### src/rtl/quant_pack8.sv
// rtl/quant_pack8.sv - uint8 activation packer into 64-bit words with word FIFO and overflow flag
// Build option: define QPACK_PAD_Z3_EN to add the z3 port and pad unused lanes with z3 instead of 8'h00.
module quant_pack8 #(
   parameter int FIFO_DEPTH = 4,
   parameter int AF_LEVEL   = 3
) (
   input  logic                          clk,
   input  logic                          reset,
`ifdef QPACK_PAD_Z3_EN
   input  logic [7:0]                    z3,
`endif
   input  logic                          valid_in,
   input  logic [7:0]                    uint8_in,
   input  logic                          last_in,
   output logic                          out_valid,
   input  logic                          out_ready,
   output logic [63:0]                   out_data,
   output logic [7:0]                    out_keep,
   output logic                          out_last,
   output logic                          almost_full,
   output logic [$clog2(FIFO_DEPTH):0]   fifo_cnt,
   output logic                          ovf_err
);

   localparam int AW = $clog2(FIFO_DEPTH);
   localparam int CW = AW + 1;
   localparam logic [CW-1:0] DEPTH_C = CW'(FIFO_DEPTH);
   localparam logic [CW-1:0] AF_C    = CW'(AF_LEVEL);

   logic [7:0]    pad_byte;
   logic [63:0]   pk_data;
   logic [2:0]    lp;
   logic [63:0]   word_nxt;
   logic [7:0]    keep_nxt;
   logic          complete;

   logic          stg_vld;
   logic [63:0]   stg_data;
   logic [7:0]    stg_keep;
   logic          stg_last;

   logic [72:0]   mem [FIFO_DEPTH];
   logic [72:0]   head;
   logic [AW-1:0] wr_ptr;
   logic [AW-1:0] rd_ptr;
   logic          push;
   logic          pop;
   logic [CW-1:0] cnt_nxt;

`ifdef QPACK_PAD_Z3_EN
   assign pad_byte = z3;
`else
   assign pad_byte = 8'h00;
`endif

   // Word as it would look with the current byte in lane lp; lanes above lp carry padding.
   always_comb begin
      word_nxt = '0;
      keep_nxt = '0;
      for (int i = 0; i < 8; i++) begin
         if (3'(i) < lp) begin
            word_nxt[8*i +: 8] = pk_data[8*i +: 8];
            keep_nxt[i]        = 1'b1;
         end else if (3'(i) == lp) begin
            word_nxt[8*i +: 8] = uint8_in;
            keep_nxt[i]        = 1'b1;
         end else begin
            word_nxt[8*i +: 8] = pad_byte;
         end
      end
      complete = valid_in && ((lp == 3'd7) || last_in);
   end

   // Packer lanes and one-entry staging register; staging lives exactly one cycle so it never stalls.
   always_ff @(posedge clk) begin
      if (reset) begin
         pk_data  <= '0;
         lp       <= '0;
         stg_vld  <= 1'b0;
         stg_data <= '0;
         stg_keep <= '0;
         stg_last <= 1'b0;
      end else begin
         stg_vld <= complete;
         if (valid_in) begin
            pk_data <= word_nxt;
            if (complete) begin
               lp       <= '0;
               stg_data <= word_nxt;
               stg_keep <= keep_nxt;
               stg_last <= last_in;
            end else begin
               lp <= lp + 3'd1;
            end
         end
      end
   end

   assign out_valid = (fifo_cnt != '0);
   assign pop       = out_valid && out_ready;
   assign push      = stg_vld && ((fifo_cnt < DEPTH_C) || pop);

   // Occupancy after this edge; a push paired with a pop leaves it unchanged.
   always_comb begin
      cnt_nxt = fifo_cnt;
      if (push && !pop) cnt_nxt = fifo_cnt + CW'(1);
      else if (pop && !push) cnt_nxt = fifo_cnt - CW'(1);
   end

   // Word storage; contents need no reset because outputs are gated by out_valid.
   always_ff @(posedge clk) begin
      if (push) mem[wr_ptr] <= {stg_last, stg_keep, stg_data};
   end

   // FIFO pointers, registered occupancy flags and the sticky drop flag.
   always_ff @(posedge clk) begin
      if (reset) begin
         wr_ptr      <= '0;
         rd_ptr      <= '0;
         fifo_cnt    <= '0;
         almost_full <= 1'b0;
         ovf_err     <= 1'b0;
      end else begin
         if (push) wr_ptr <= wr_ptr + AW'(1);
         if (pop)  rd_ptr <= rd_ptr + AW'(1);
         fifo_cnt    <= cnt_nxt;
         almost_full <= (cnt_nxt >= AF_C);
         if (stg_vld && !push) ovf_err <= 1'b1;
      end
   end

   assign head     = mem[rd_ptr];
   assign out_data = out_valid ? head[63:0]  : 64'h0;
   assign out_keep = out_valid ? head[71:64] : 8'h00;
   assign out_last = out_valid ? head[72]    : 1'b0;

endmodule

### config.mk
export PLATFORM = sky130hd
export DESIGN_NAME = quant_pack8
export DESIGN_NICKNAME = d
export VERILOG_FILES = /design/src/rtl/quant_pack8.sv
export SDC_FILE = /design/constraint.sdc
export NUM_CORES = 1
export LEC_CHECK = 0
export BUFFER_PORTS_ARGS = -buffer_cell sky130_fd_sc_hd__buf_2
export CAP_MARGIN = 20
export CORE_MARGIN = 2
export CORE_UTILIZATION = 55
export CTS_CLUSTER_DIAMETER = 200
export DETAILED_ROUTE_END_ITERATION = 8
export PLACE_DENSITY = 0.83
export SETUP_SLACK_MARGIN = 0.02
export SYNTH_ARGS = -nofsm -noshare
export SYNTH_HDL_FRONTEND = slang
export SYNTH_SLANG_ARGS = --single-unit
export TNS_END_PERCENT = 100
### constraint.sdc
create_clock -name clk -period 3.5 [get_ports clk]
set_clock_uncertainty 0.15 [all_clocks]
set_input_delay 0.875 -clock clk [delete_from_list [all_inputs] [get_ports clk]]
set_output_delay 0.875 -clock clk [all_outputs]
set_load 0.01 [all_outputs]
==> results by group, run 1 <==
Power and ir drop
  – LEAKAGE: roughly 6.8 nW
  – Cell Pwr Density: 668 nW/um^2
  – VDD IR max: approximately 0.57 mV

Setup path
  – Critical path's slowest cell: mux4_2
  – CP max FO: 36
  – Critical Path, Cell by Cell: buf_12 > mux4_2 > and2_1 > buf_2
  – Worst Path Class, Setup: register to output pin
  – Worst EP required: 2.47 ns
  – Crit end category: output pin
  – Critical path's largest stage delay: about 0.58 ns
  – Startpoint Class: register
  – Worst Path Arrival: 2.24 ns

Route
  – WL/cell: approximately 20 um
  – DRT antenna net count: 0
  – Drt first pass iters: 7
  – Post-Route WL: around 34000 um
  – DR vias/cell: a little under 6
  – Total number of vias: around 10000
  – Remaining DRCs: 0
  – Initial DRC Count: 850

Cells and area
  – Share of layout cells above drive strength 1: between 20% and 30%
  – P&R area growth vs syn: 13.0%
  – Commonest non-fill, non-tap cell in the layout: edfxtp_1
  – Fill count: about 2200
  – Diode count: 0
  – Layout Nets: between 1000 and 1500
  – Sequential standard cell area: between 10000 and 15000 um^2
  – Most frequent cells in the layout: 292 x edfxtp_1, 141 x dfxtp_1, 95 x nand2_1, 91 x buf_2, 74 x and2_1
  – Area taken by multi-input logic gates: between 4000 and 5000 um^2

Flow run
  – Max-Cap Viols: 0

STA
  – Final hold vios: 0
  – RSZ-0062 raised after global routing: no
  – Final period util: roughly 93%
  – Tmin final: about 3.3 ns
  – Fmax: 307 MHz
  – Worst slew margin: between 40% and 50%
  – Final setup violation count: 0
  – Pin slew with the least headroom to its limit: about 0.83 ns
  – Setup TNS: 0 ns
  – Worst Slack Setup Final: 0.239 ns
  – Final Max Tran Viols: 0

Yosys
  – Synth Register Bits: approximately 440
  – Sequential share of the synthesized area: roughly two thirds
  – Syn. warnings: 0
  – Syn Inst Count: 1172
  – Synth Net Count: roughly 1200
  – Synth Area per Inst: 14.5 um^2
  – Synth Cell Area: about 17000 um^2
  – Yosys cell types: 46

Floorplanning
  – Starting density of the core: 55.8%
  – Core area: ~30000 um^2
  – Row cnt: 64
  – # IOs: 92
  – Die X: ~180 um
  – Die H: between 150 and 200 um
  – Die area: 32400 um^2

Run status
  – Outcome: completed

Clocking
  – Post-CTS sizing: 0
  – Hold_buf cts: 0
  – CTS tree: yes
  – Clock sinks: ~440
  – Clk slew on worst S/H paths: approximately 0.06 ns
  – CTS Buf Count: between 40 and 50
  – H-tree depth: 2
  – CTS root buffer: clkbuf_16
  – Skew-Pair Late Insertion Delay: between 0.5 and 0.6 ns
  – CTS max path bufs: 3
  – Postcts setup bufs: 0

Placed design
  – Setup WS pre-CTS: roughly 0.75 ns
  – Final HPWL DP: between 20000 and 25000 um
  – Gpl congestion: 0.804
  – Port bufs: 91

Global route
  – Global route overflow: 0
  – Pin count of the biggest net entering global routing: 74
  – First-pass GRT wire length: between 50000 and 60000 um
  – Vias in the first global route: approximately 10000
  – GRT Total Usage: about a fifth
  – Initial antenna violation count: 0

Hold path
  – Type of the most critical hold path: register to register
-- synthesized netlist by cell type, drive strengths merged --
cell    number  area, um^2
dfxtp      144        2880
nor2b       11        68.8
xor2         2        17.5
a32oi        1        8.76
a211oi       8        60.1
a22oi        1        7.51
nor2        71         269
o31ai        1        12.5
nand3b       9        67.6
a21oi       68         340
o21a         1        8.76
edfxtp     292        8770
nor3b        8        60.1
mux4        73        1640
ha          11         138
clkbuf      39         146
a32o        16         160
or3          1        11.3
nor4bb       1        10.0
inv         10        37.5
mux2i       12         120
buf         49         324
a21o         2        15.0
a21boi       9        67.6
nand2b      15        96.3
a311o        2        20.0
or2          2        12.5
a22o        16         140
a31oi        9        56.3
nand3       43         215
a311oi       1        8.76
nand2       96         363
o211ai       1        7.51
and2        78         488
xnor2        3        26.3
o21ai       60         300
nor3         6        35.0
-- area by class of cell --
class / count / area share [%]
clock buffers: 60 / 6.54
flip-flops and latches: 436 / 60.7
clock inverters: 19 / 0.911
well taps: 396 / 2.58
inverters: 10 / 0.195
repair buffers: 112 / 3.78
multi-input cells: 638 / 25.3
-- path summary, 6_finish.rpt --
| kind | endpoint | start | cells after the start | slack, ns |
|---|---|---|---|---|
| max reg2reg | pk_data[54] | lp[1] | 5 | 0.85 |
| min reg2reg | pk_data[21] | pk_data[21] | 2 | 0.30 |
| max | out_data[27] | register | 4 | 0.24 |
| min | pk_data[21] | pk_data[21] | 2 | 0.30 |
-- flip-flops by register name (all words and copies together), names as in the netlist, named ones only --
register and count:
stg_keep 8, lp 3, ovf_err 1, rd_ptr 2
pk_data 56, stg_last 1, wr_ptr 2, stg_vld 1
mem 292, fifo_cnt 3, stg_data 64, almost_full 1
-- power breakdown --
group | internal, mW | total, mW | switching (mW)
Sequential | 5.56 | 5.65 | 0.0929
Clock | 2.74 | 4.60 | 1.86
Combinational | 1.22 | 2.58 | 1.37
Total | 9.51 | 12.8 | 3.32
-- stage by stage --
step	cells	hold WS, ns	utilization, %	power [mW]	area, um^2
3_3_place_gp	1592	0.291	58.3	8.36	17800
2_1_floorplan	1172	0.287	-	7.58	17000
3_5_place_dp	1592	0.299	58.3	8.40	17800
4_1_cts	1671	0.306	63.0	13.0	19200
6_report	1671	0.305	63.0	12.8	19200
5_1_grt	1671	0.323	63.0	13.4	19200
-- layer usage --
| layer | vias to the layer above | GRT usage (%) | routed length (um) |
|---|---|---|---|
| li1 | 4512 | - | - |
| met1 | 5032 | 28.2 | 14100 |
| met2 | 354 | 36.1 | 17100 |
| met3 | 66 | 3.12 | 2010 |
| met4 | 0 | 6.31 | 730 |
| met5 | - | 0 | 0 |
-- cell families after synthesis --
kind of cell	after synthesis	synth area share, %
flops	436	68.5
simple gates	341	9.97
compound gates	196	7.13
buf+inv	98	2.99
mux	85	10.4
fa+ha+maj	11	0.809
xor+xnor	5	0.257
-- critical path, delay by kind of cell (launching register included) --
| family | cells | cell delay, ns |
|---|---|---|
| muxes | 1 | 0.58 |
| DFF | 1 | 0.46 |
| buffers and inverters | 2 | 0.42 |
| and+or+nand+nor | 1 | 0.18 |
Power figures use the tool's default switching activity.
==> run 2, diff against run 1 <==
--- a/config.mk
+++ b/config.mk
@@ -5,13 +5,13 @@
 export SDC_FILE = /design/constraint.sdc
 export NUM_CORES = 1
 export LEC_CHECK = 0
-export BUFFER_PORTS_ARGS = -buffer_cell sky130_fd_sc_hd__buf_2
+export BUFFER_PORTS_ARGS = -buffer_cell sky130_fd_sc_hd__buf_4
 export CAP_MARGIN = 20
 export CORE_MARGIN = 2
-export CORE_UTILIZATION = 55
+export CORE_UTILIZATION = 34
 export CTS_CLUSTER_DIAMETER = 200
 export DETAILED_ROUTE_END_ITERATION = 8
-export PLACE_DENSITY = 0.83
+export PLACE_DENSITY = 0.58
 export SETUP_SLACK_MARGIN = 0.02
 export SYNTH_ARGS = -nofsm -noshare
 export SYNTH_HDL_FRONTEND = slang
==> run 2 against run 1 <==
Against the previous run: die area is 60% higher; clock power is 4% lower; worst hold slack better by 0.00077 ns; critical endpoint is now out_keep[2]; first-iteration DRC count is 31% lower; highest routed layer unchanged.
==> results by group, run 2 (synthesis results as in run 1) <==
Run status
  – Outcome: completed (unchanged)

Setup path
  – FF-to-FF End: stg_data[47] (was pk_data[54])
  – Reg-to-reg slack, setup: 1.02 ns (was 0.85 ns)
  – Critical Path, Cell by Cell: buf_12 > mux4_2 > and2_1 > buf_4 (was buf_12 > mux4_2 > and2_1 > buf_2)
  – Worst reg2reg path depth: 6 (was 5)
  – Startpoint Class: register (unchanged)
  – Worst R2R Start: lp[1] (unchanged)
  – Critical path's largest stage delay: 0.60 ns (was 0.58 ns)
  – Worst Path Class, Setup: register to output pin (unchanged)
  – Worst path buffer plus inverter count: 2 (unchanged)
  – CP max FO: 46 (was 36)
  – Critical path's slowest cell: mux4_2 (unchanged)
  – Delay-heaviest family, CP: multiplexers (unchanged)
  – Worst EP required: 2.47 ns (about the same)
  – Crit end category: output pin (unchanged)
  – Worst Path Arrival: 2.22 ns (was 2.24 ns)

Cells and area
  – Diode count: 0 (unchanged)
  – Sequential standard cell area: 11700 um^2 (about the same)
  – Final Cell Area: 19700 um^2 (was 19200 um^2)
  – Largest register by flop count: mem (unchanged)
  – Layout Nets: 1266 (was 1265)
  – Fill count: 4525 (was 2179)
  – Commonest non-fill, non-tap cell in the layout: edfxtp_1 (unchanged)
  – Largest registers: mem (292), stg_data (64), pk_data (56) (unchanged)
  – Max reg flops: 292 (unchanged)
  – Area taken by multi-input logic gates: 4880 um^2 (was 4870 um^2)
  – Most frequent cells in the layout: 292 x edfxtp_1, 141 x dfxtp_1, 99 x buf_4, 95 x nand2_1, 74 x and2_1 (was 292 x edfxtp_1, 141 x dfxtp_1, 95 x nand2_1, 91 x buf_2, 74 x and2_1)
  – P&R area growth vs syn: 16.1% (was 13.0%)
  – Share of layout cells above drive strength 1: 21.1% (was 21.3%)
  – Finished Layout Cells: 1941 (was 1671)

Route
  – Initial DRC Count: 583 (was 850)
  – Drt first pass iters: 5 (was 7)
  – DR vias/cell: 4.98 (was 5.96)
  – DRT antenna net count: 0 (unchanged)
  – Remaining DRCs: 0 (unchanged)
  – Total number of vias: 9673 (was 9964)
  – WL/cell: 18.8 um (was 20.3 um)
  – Post-Route WL: 36600 um (was 33900 um)

Power and ir drop
  – Seq pwr share: 43.3% (was 44.0%)
  – P_sw: 3.49 mW (was 3.32 mW)
  – Sw frac: 26.9% (was 25.9%)
  – Combinational fraction of design power: 22.8% (was 20.1%)
  – VDD IR max: 0.575 mV (was 0.571 mV)
  – Total chip power: 13.0 mW (was 12.8 mW)
  – Clk network pwr share: 33.9% (was 35.9%)
  – LEAKAGE: 6.81 nW (was 6.82 nW)
  – Cell Pwr Density: 659 nW/um^2 (was 668 nW/um^2)
  – Pint: 9.52 mW (was 9.51 mW)

Global route
  – Vias in the first global route: 9726 (was 10100)
  – First-pass GRT wire length: 57300 um (was 54400 um)
  – Pin count of the biggest net entering global routing: 78 (was 74)
  – Global route overflow: 0 (unchanged)
  – GRT Total Usage: 14.1% (was 21.1%)
  – Initial antenna violation count: 0 (unchanged)

Clocking
  – Post-CTS sizing: 0 (unchanged)
  – CTS max path bufs: 3 (unchanged)
  – Hold_buf cts: 0 (unchanged)
  – CTS tree: yes (unchanged)
  – Clk slew on worst S/H paths: 0.06 ns (about the same)
  – H-tree depth: 2 (unchanged)
  – CTS Buf Count: 45 (was 43)
  – CTS root buffer: clkbuf_16 (unchanged)
  – Skew-Pair Late Insertion Delay: 0.57 ns (was 0.53 ns)
  – Clock sinks: 436 (unchanged)
  – Postcts setup bufs: 0 (unchanged)

STA
  – Tmin final: 3.24 ns (was 3.26 ns)
  – Pin slew with the least headroom to its limit: 0.939 ns (was 0.826 ns)
  – Final period util: 92.6% (was 93.2%)
  – Worst Slack Setup Final: 0.258 ns (was 0.239 ns)
  – Final setup violation count: 0 (unchanged)
  – Final hold vios: 0 (unchanged)
  – Fmax: 308 MHz (was 307 MHz)
  – RSZ-0062 raised after global routing: no (unchanged)
  – Final Max Tran Viols: 0 (unchanged)
  – Worst slew margin: 37.2% (was 44.8%)
  – Setup TNS: 0 ns (unchanged)

Placed design
  – Gpl congestion: 0.744 (was 0.804)
  – Placed cell area: 18400 um^2 (was 17800 um^2)
  – Placed Instances: 1859 (was 1592)
  – Final HPWL DP: 21700 um (was 20100 um)
  – Port bufs: 91 (unchanged)
  – Setup WS pre-CTS: 0.704 ns (was 0.750 ns)

Floorplanning
  – Die area: 51800 um^2 (was 32400 um^2)
  – Die X: 228 um (was 180 um)
  – Die H: 228 um (was 180 um)
  – Core area: 49200 um^2 (was 30500 um^2)
  – # IOs: 92 (unchanged)
  – Row cnt: 81 (was 64)
  – Starting density of the core: 34.6% (was 55.8%)

Hold path
  – Worst hold stages: 2 (unchanged)
  – Hold Path End: pk_data[10] (was pk_data[21])
  – Min-delay src: pk_data[10] (was pk_data[21])
  – Type of the most critical hold path: register to register (unchanged)

Flow run
  – Max-Cap Viols: 0 (unchanged)
## run 2: changes by cell type in the layout (fill, tap and decap cells not counted), sizes merged
| cell | change |
|---|---|
| clkbuf | -6 |
| clkinv | +8 |
| bufinv | -2 |
| clkinvlp | +3 |
| buf | -1 |
## run 2: layer usage
layer  up-vias  part of all wire (%)  track usage [%]
met5         -                     0                0
met2       192                    48             23.0
met1      4922                    45             18.9
met3        48                   4.9             3.25
li1       4511                     -                -
met4         0                   1.9             3.76
## run 2: power groups by stage
stage | Combinational, mW | Sequential [mW] | Clock (mW)
global route | 3.26 | 5.65 | 4.73
floorplan | 1.87 | 5.71 | 0
CTS | 3.08 | 5.64 | 4.52
finish | 2.96 | 5.64 | 4.41
detailed placement | 3.06 | 5.75 | 0
global placement | 3.07 | 5.75 | 0
## run 2: how the worst max path moves through the flow
| stage | start | slack (ns) | end | cells after the start |
|---|---|---|---|---|
| floorplan | out_ready | 0.69 | mem[0][0] | 3 |
| global placement | out_ready | 0.75 | mem[1][35] | 5 |
| detailed placement | valid_in | 0.70 | pk_data[11] | 6 |
| CTS | register | 0.17 | out_data[20] | 4 |
| global route | register | 0.11 | out_data[20] | 4 |
| finish | register | 0.26 | out_keep[2] | 4 |
## run 2: final cells by class
| type | instances | area share, % |
|---|---|---|
| multi-input combinational | 638 | 24.7 |
| clock inverter | 28 | 0.906 |
| sequential | 436 | 59.0 |
| timing repair buffer | 111 | 4.98 |
| inverter | 10 | 0.190 |
| clock buffer | 54 | 5.98 |
| tap | 664 | 4.21 |
## run 2: worst min-delay path: stages (launching register included)
cell and delay, ns:
dfxtp_1 0.31, nand2_1 0.05, a21oi_1 0.05
## run 2: stage by stage
stage | hold slack, ns | util (%)
floorplan | 0.287 | -
global placement | 0.292 | 37.4
detailed placement | 0.298 | 37.4
CTS | 0.306 | 40.2
global route | 0.324 | 40.2
finish | 0.306 | 40.2
==> run 3, diff against run 2 <==
--- a/config.mk
+++ b/config.mk
@@ -7,11 +7,13 @@
 export LEC_CHECK = 0
 export BUFFER_PORTS_ARGS = -buffer_cell sky130_fd_sc_hd__buf_4
 export CAP_MARGIN = 20
+export CELL_PAD_IN_SITES_DETAIL_PLACEMENT = 1
+export CELL_PAD_IN_SITES_GLOBAL_PLACEMENT = 2
 export CORE_MARGIN = 2
 export CORE_UTILIZATION = 34
 export CTS_CLUSTER_DIAMETER = 200
 export DETAILED_ROUTE_END_ITERATION = 8
-export PLACE_DENSITY = 0.58
+export PLACE_DENSITY = 0.73
 export SETUP_SLACK_MARGIN = 0.02
 export SYNTH_ARGS = -nofsm -noshare
 export SYNTH_HDL_FRONTEND = slang
==> run 3 against run 2 <==
Against the previous run: sequential share of layout area shrank 0.50 points; worst hold slack lost 0.0038 ns; via count up 0.82%; register-to-register slack better by 0.20 ns; total power grew 3.0%; sequential power barely moved; wire length grew 10%; combinational power decreased by 2%; global-route usage up 1.6 points; core utilization up 0.35 points; die area stayed put; first-iteration DRC count fell by 24%; largest cell class unchanged; largest power group unchanged.
==> results by group, run 3 (synthesis results as in run 1) <==
STA
  – Final Max Tran Viols: 0 (unchanged)
  – Tmin final: 3.31 ns (was 3.24 ns)
  – Worst slew margin: 51.5% (was 37.2%)
  – Final hold vios: 0 (unchanged)
  – Final hold slack: 0.302 ns (was 0.306 ns)
  – Setup TNS: 0 ns (unchanged)
  – Final period util: 94.4% (was 92.6%)
  – Fmax: 303 MHz (was 308 MHz)
  – RSZ-0062 raised after global routing: no (unchanged)
  – Pin slew with the least headroom to its limit: 0.728 ns (was 0.939 ns)
  – Final setup violation count: 0 (unchanged)

Global route
  – First-pass GRT wire length: 63200 um (was 57300 um)
  – Initial antenna violation count: 1 (was 0)
  – Global route overflow: 0 (unchanged)
  – Vias in the first global route: 10500 (was 9726)
  – Pin count of the biggest net entering global routing: 49 (was 78)
  – GRT Total Usage: 15.7% (was 14.1%)

Power and ir drop
  – VDD IR max: 0.336 mV (was 0.575 mV)
  – Clk network pwr share: 36.0% (was 33.9%)
  – P_sw: 3.53 mW (was 3.49 mW)
  – Total chip power: 13.4 mW (was 13.0 mW)
  – Sw frac: 26.3% (was 26.9%)
  – LEAKAGE: 6.89 nW (was 6.81 nW)
  – Combinational fraction of design power: 21.7% (was 22.8%)
  – Pint: 9.87 mW (was 9.52 mW)
  – Seq pwr share: 42.2% (was 43.3%)
  – Cell Pwr Density: 673 nW/um^2 (was 659 nW/um^2)

Cells and area
  – Diode count: 0 (unchanged)
  – Most frequent cells in the layout: 292 x edfxtp_1, 141 x dfxtp_1, 104 x buf_4, 95 x nand2_1, 74 x and2_1 (was 292 x edfxtp_1, 141 x dfxtp_1, 99 x buf_4, 95 x nand2_1, 74 x and2_1)
  – P&R area growth vs syn: 17.1% (was 16.1%)
  – Max reg flops: 292 (unchanged)
  – Commonest non-fill, non-tap cell in the layout: edfxtp_1 (unchanged)
  – Largest registers: mem (292), stg_data (64), pk_data (56) (unchanged)
  – Final Core Density: 40.5% (was 40.2%)
  – Final Cell Area: 19900 um^2 (was 19700 um^2)
  – Layout Nets: 1272 (was 1266)
  – Share of layout cells above drive strength 1: 21.1% (about the same)
  – Largest register by flop count: mem (unchanged)

Clocking
  – Hold_buf cts: 0 (unchanged)
  – Clock sinks: 436 (unchanged)
  – Clk slew on worst S/H paths: 0.06 ns (about the same)
  – CTS tree: yes (unchanged)
  – CTS root buffer: clkbuf_16 (unchanged)
  – H-tree depth: 2 (unchanged)
  – Skew-Pair Late Insertion Delay: 0.57 ns (about the same)
  – Postcts setup bufs: 0 (unchanged)
  – CTS Buf Count: 46 (was 45)
  – CTS max path bufs: 3 (unchanged)
  – Post-CTS sizing: 0 (unchanged)

Placed design
  – Port bufs: 91 (unchanged)
  – Final HPWL DP: 25100 um (was 21700 um)
  – Placed cell area: 18400 um^2 (about the same)
  – Gpl congestion: 0.729 (was 0.744)

Route
  – DR vias/cell: 5.00 (was 4.98)
  – Remaining DRCs: 0 (unchanged)
  – Drt first pass iters: 4 (was 5)
  – Total number of vias: 9752 (was 9673)
  – WL/cell: 20.6 um (was 18.8 um)
  – DRT antenna net count: 0 (unchanged)
  – Initial DRC Count: 441 (was 583)
  – Post-Route WL: 40300 um (was 36600 um)

Floorplanning
  – Row cnt: 81 (unchanged)
  – Core area: 49200 um^2 (unchanged)
  – # IOs: 92 (unchanged)
  – Die area: 51800 um^2 (unchanged)
  – Starting density of the core: 34.6% (unchanged)
  – Die H: 228 um (unchanged)
  – Die X: 228 um (unchanged)

Setup path
  – Crit end category: output pin (unchanged)
  – Critical path's slowest cell: mux4_2 (unchanged)
  – Startpoint Class: register (unchanged)
  – Critical Path, Cell by Cell: buf_12 > mux4_2 > and2_1 > buf_4 (unchanged)
  – Critical path's largest stage delay: 0.58 ns (was 0.60 ns)
  – CP max FO: 39 (was 46)
  – Worst EP required: 2.47 ns (about the same)
  – Worst Path Arrival: 2.28 ns (was 2.22 ns)
  – Worst Path Class, Setup: register to output pin (unchanged)

Hold path
  – Type of the most critical hold path: register to register (unchanged)

Flow run
  – Max-Cap Viols: 0 (unchanged)

Run status
  – Outcome: completed (unchanged)
==> run 3: cell count changes in the layout (fill, tap and decap cells not counted), sizes merged <==
| cell | before | now |
|---|---|---|
| clkbuf | 54 | 71 |
| clkinv | 20 | 7 |
| buf | 111 | 116 |
| bufinv | 1 | 4 |
| clkinvlp | 4 | 1 |
==> run 3: metal layers <==
metal / vias up / track usage (%) / part of all wire, %
li1: 4515 / - / -
met1: 5043 / 20.2 / 44
met2: 142 / 27.1 / 50
met3: 50 / 2.77 / 3.5
met4: 2 / 4.58 / 1.9
met5: - / 0 / 0.027
==> run 3: metrics by stage <==
| step | std cells | setup WS, ns |
|---|---|---|
| after floorplan | 1172 | 0.689 |
| after global placement | 1864 | 0.745 |
| after detailed placement | 1864 | 0.746 |
| after CTS | 1950 | 0.127 |
| after global routing | 1950 | 0.0517 |
| final | 1950 | 0.195 |
==> run 3: worst max-delay path, delay by kind of cell, from the launching register on <==
| kind | cells | cell delay (ns) |
|---|---|---|
| DFF | 1 | 0.44 |
| muxes | 1 | 0.58 |
| and+or+nand+nor | 1 | 0.18 |
| buffers and inverters | 2 | 0.44 |
==> run 3: cell type report <==
cell class,count,area (um^2)
fill,4956,29200
clock buffer,71,1290
multi-input combinational,638,4880
inverter,10,37.5
tap,664,831
sequential,436,11700
timing repair buffer,116,1020
clock inverter,15,196
==> run 3: final timing paths <==
check | from | to | slack, ns | cells after the start
hold / removal | pk_data[20] | pk_data[20] | 0.30 | 2
setup reg to reg | stg_vld | mem[3][24] | 1.22 | 4
hold reg to reg | pk_data[20] | pk_data[20] | 0.30 | 2
setup / recovery | register | out_data[62] | 0.19 | 4
==> run 3: power by group through the flow <==
stage               Sequential, mW  Clock [mW]  Combinational [mW]
finish                        5.66        4.83                2.91
global route                  5.68        5.16                3.20
CTS                           5.66        4.96                3.04
detailed placement            5.77           0                3.03
global placement              5.77           0                3.00
floorplan                     5.71           0                1.87
